File: config.mk
export PLATFORM = sky130hd
export DESIGN_NAME = fetch_queue
export DESIGN_NICKNAME = d
export VERILOG_FILES = /design/src/rtl/fetch_queue.sv
export SDC_FILE = /design/constraint.sdc
export NUM_CORES = 1
export LEC_CHECK = 0
export ABC_CLOCK_PERIOD_IN_PS = 4250
export CORE_MARGIN = 4
export CORE_UTILIZATION = 30
export CTS_BUF_LIST = sky130_fd_sc_hd__clkbuf_4 sky130_fd_sc_hd__clkbuf_8
export CTS_CLUSTER_DIAMETER = 100
export DETAILED_ROUTE_END_ITERATION = 16
export PLACE_DENSITY_LB_ADDON = 0.08
export SETUP_SLACK_MARGIN = 0.15
export SYNTH_ARGS = -nofsm -noshare
export SYNTH_HDL_FRONTEND = slang
export SYNTH_SLANG_ARGS = --single-unit
File: constraint.sdc
create_clock -name clk_i -period 4.25 [get_ports clk_i]
set_input_delay 0.425 -clock clk_i [delete_from_list [all_inputs] [get_ports clk_i]]
set_output_delay 0.425 -clock clk_i [all_outputs]
set_load 0.03 [all_outputs]
File: src/rtl/fetch_queue.sv
// fetch_queue: instruction fetch front-end with credit-limited requests, in-order response buffer,
// and redirect flush that discards stale in-flight responses.
module fetch_queue #(
   parameter int XLEN = 32,
   parameter int DEPTH = 4,
   parameter logic [XLEN-1:0] RESET_PC = XLEN'(32'h00010000)
) (
   input  logic                         clk_i,
   input  logic                         reset_i,
   output logic                         mem_req_o,
   output logic [XLEN-1:0]              mem_addr_o,
   input  logic                         mem_gnt_i,
   input  logic                         mem_rvalid_i,
   input  logic [31:0]                  mem_rdata_i,
   input  logic                         redirect_i,
   input  logic [XLEN-1:0]              redirect_pc_i,
   output logic                         instr_valid_o,
   output logic [31:0]                  instr_o,
   output logic [XLEN-1:0]              instr_pc_o,
   input  logic                         instr_ready_i,
   output logic [$clog2(DEPTH+1)-1:0]   count_o
);
   localparam int CW = $clog2(DEPTH+1);
   localparam int AW = $clog2(DEPTH);

   logic [XLEN-1:0] fetch_pc, rsp_pc;
   logic [CW-1:0]   count, inflight, discard, inflight_nx;
   logic [CW:0]     used;
   logic [AW-1:0]   wr_ptr, rd_ptr;
   logic [31:0]     buf_instr [DEPTH];
   logic [XLEN-1:0] buf_pc [DEPTH];
   logic            issue, rsp, push, pop;

   // Buffered plus in-flight never exceeds DEPTH, so a response always has a slot.
   assign used          = {1'b0, count} + {1'b0, inflight};
   assign mem_req_o     = !reset_i && !redirect_i && (used < (CW+1)'(DEPTH));
   assign mem_addr_o    = fetch_pc;
   assign issue         = mem_req_o && mem_gnt_i;
   assign rsp           = mem_rvalid_i && (inflight != '0);
   assign push          = rsp && (discard == '0) && !redirect_i;
   assign pop           = instr_valid_o && instr_ready_i && !redirect_i;
   assign inflight_nx   = inflight + CW'(issue) - CW'(rsp);
   assign instr_valid_o = (count != '0);
   assign instr_o       = buf_instr[rd_ptr];
   assign instr_pc_o    = buf_pc[rd_ptr];
   assign count_o       = count;

   always_ff @(posedge clk_i or posedge reset_i) begin
      if (reset_i) begin
         fetch_pc <= RESET_PC;
         rsp_pc   <= RESET_PC;
         count    <= '0;
         inflight <= '0;
         discard  <= '0;
         wr_ptr   <= '0;
         rd_ptr   <= '0;
      end else if (redirect_i) begin
         fetch_pc <= {redirect_pc_i[XLEN-1:2], 2'b00};
         rsp_pc   <= {redirect_pc_i[XLEN-1:2], 2'b00};
         count    <= '0;
         inflight <= inflight_nx;
         discard  <= inflight_nx;
         wr_ptr   <= '0;
         rd_ptr   <= '0;
      end else begin
         fetch_pc <= issue ? fetch_pc + XLEN'(4) : fetch_pc;
         rsp_pc   <= push ? rsp_pc + XLEN'(4) : rsp_pc;
         count    <= count + CW'(push) - CW'(pop);
         inflight <= inflight_nx;
         discard  <= (rsp && discard != '0) ? discard - CW'(1) : discard;
         wr_ptr   <= push ? wr_ptr + AW'(1) : wr_ptr;
         rd_ptr   <= pop ? rd_ptr + AW'(1) : rd_ptr;
      end
   end

   always_ff @(posedge clk_i) begin
      if (push) begin
         buf_instr[wr_ptr] <= mem_rdata_i;
         buf_pc[wr_ptr]    <= rsp_pc;
      end
   end
endmodule

==> reports/results.ini <==
[min_path]
whs_path_depth=2
min_path_type=in -> reg

[die]
core_um2=43400
io_pins=171
initial_core_util=0.305
dieArea_um2=47600
die-width_um=218
row_count=76
die_h_um=218

[placed_design]
place_ws_ns=0.984
portBuffers=164
gp_congestion=0.781
hpwl_mm=21.2
placed_cells=1529

[sta]
period_needed_ns=3.46
slew_violations=0
rsz0062_at_grt=false
setup_viol=0
final_hold_viol_count=0
tightest_slew_ns=0.884
final.period_utilization=0.814
setup_tns_ns=0
skew_ns=0.0245
fmax_mhz=289
slew_headroom=0.410
setup_slack_ns=0.790

[flow_run]
maxCapViolCount=0

[setup_path]
crit_required_ns=3.83
path_buf_inv=2
endpoint_kind=primary output
crit_path_top_delay_cell=dfrtp_4
slowest_delay_ns=0.83
cp_max_fo=28
path_depth=3
crit_chain=buf_4 -> mux4_2 -> clkdlybuf4s50_1
critical_path_class=reg -> out
ff2ff_path_depth=13
cp-start-kind=flip-flop
cp.arrival_ns=3.03
path_delay_family=buffers and inverters

[clocking]
clock_sinks=321
ctsHoldBuffers=0
ctsHtreeMaxLevel=2
clk_root_buffer_cell=clkbuf_8
clk-insertion-delay-late_ns=0.62
cts_tree=done
cts_setup_buffers=0
numCtsBuffers=56
ctsLongestPathBuffers=3
cts_resized=0
clk_pin_slew_ns=0.06

[detailed_routing]
vias=7779
dr.first_iter.drc_count=537
dr.pass1.iters=5
viasPerCell=4.77
antenna_left=0
drc=0
wl_mm=33.1
wl_per_cell_um=20.3

[global_routing]
grt_max_degree=49
grtUsageTotal=0.141
grt_first_pass_wirelength_mm=51.3
gr-total-overflow=0
grt_pass1_vias=8305
antenna_found_initial=0

[layout]
utilization=0.386
nFillCells=4159
seqCellArea_um2=9280
layout.nets=1088
synthToLayoutAreaGrowth_pct=26.5
stdcell_count=1630
drive_above_1_share=0.188
mostFrequentLayoutCell=edfxtp_1
final_cell_mix=edfxtp_1, clkdlybuf4s50_1, dfrtp_1, mux4_2, clkbuf_8
antenna_cells=0
multi_input_comb_area_um2=3740

[yosys]
synthArstFlopShare=0.227
synth_ff_type=edfxtp_1
ys_ff_latch=321
syn_inst=798
syn_avg_cell_area_um2=16.6
yosysWarnings=0
ys_seq_area_frac=0.701
synth-edff-count=248
ys_types=55
synth_area_um2=13200

[power]
irDropWorstVdd_mv=0.223
power_density_nw_per_um2=519
total_power_uw=8690
power.leakage_uw=0.00566

[status]
status=finished, final reports clean

state kept, by name (all words and copies together), names as in the netlist:
signal and cells:
inflight 3, wr_ptr 2, buf_instr 128, count_o 3, rsp_pc 30, rd_ptr 2
discard 3, mem_addr_o 30, buf_pc 120
Yosys cell counts (9+ instances only):
library cell    n  area (um2)
buf_2          11        55.1
dfrtp_1        71        1780
xnor2_1        21         184
o21ai_0        31         155
and3_1         22         138
mux4_2         62        1400
mux2_2         10         113
o311ai_0       10        87.6
inv_1          17        63.8
and2_1          9        56.3
nand2_1        54         203
clkbuf_1       21        78.8
nor2_1         25        93.8
o211ai_1       10        75.1
nand3_1        34         170
nor3_1         11        55.1
edfxtp_1      248        7450
ha_1           14         175
xor2_1         18         158
nand4_1        19         119
a21oi_1        10        50.1
path summary, 6_finish.rpt:
kind,startpoint,endpoint,slack (ns)
max in group asynchronous,reset_i,mem_addr_o[30],3.00
hold / removal,redirect_i,rd_ptr[0],0.19
setup / recovery,rd_ptr[0],instr_pc_o[27],0.79
hold reg to reg,discard[1],discard[1],0.56
setup reg to reg,count_o[1],discard[2],1.35
min in group asynchronous,reset_i,inflight[1],0.35
cell type report:
class / count / area share
inverters: 18 / 0.00403
well taps: 585 / 0.0437
flip-flops and latches: 321 / 0.554
clock inverters: 25 / 0.00844
repair buffers: 182 / 0.110
clock buffers: 76 / 0.0557
multi-input cells: 423 / 0.224
metrics by stage:
step	instance area (um2)	hold WS (ns)
2_1_floorplan	13300	0.497
3_3_place_gp	15700	0.547
3_5_place_dp	15700	0.556
4_1_cts	16700	0.145
5_1_grt	16700	0.155
6_report	16700	0.187
power by group:
group,switching (uW),internal (uW),total [uW]
sequential,279,3580,3860
combinational,1110,992,2100
clock,1250,1480,2730
cells by family (layout without fill, tap and decap cells):
group / count (synthesis) / count (layout) / synth area share
AND/OR/NAND/NOR: 205 / 205 / 0.0812
multiplexers: 75 / 75 / 0.116
adder cells (fa/ha/maj): 16 / 16 / 0.0163
buffers and inverters: 57 / 301 / 0.0183
AO/OA/AOI/OAI: 84 / 84 / 0.0414
flip-flops: 321 / 321 / 0.701
other: 1 / 4 / 0.000283
XOR/XNOR: 39 / 39 / 0.0258
per-layer routing:
layer,global-route usage,part of all wire,vias to the layer above
met4,0.0371,0.018,0
li1,-,-,3551
met3,0.0445,0.070,45
met1,0.202,0.47,3938
met2,0.209,0.44,245
met5,0,0,-
Note: power is estimated with default switching activity, not from simulation.
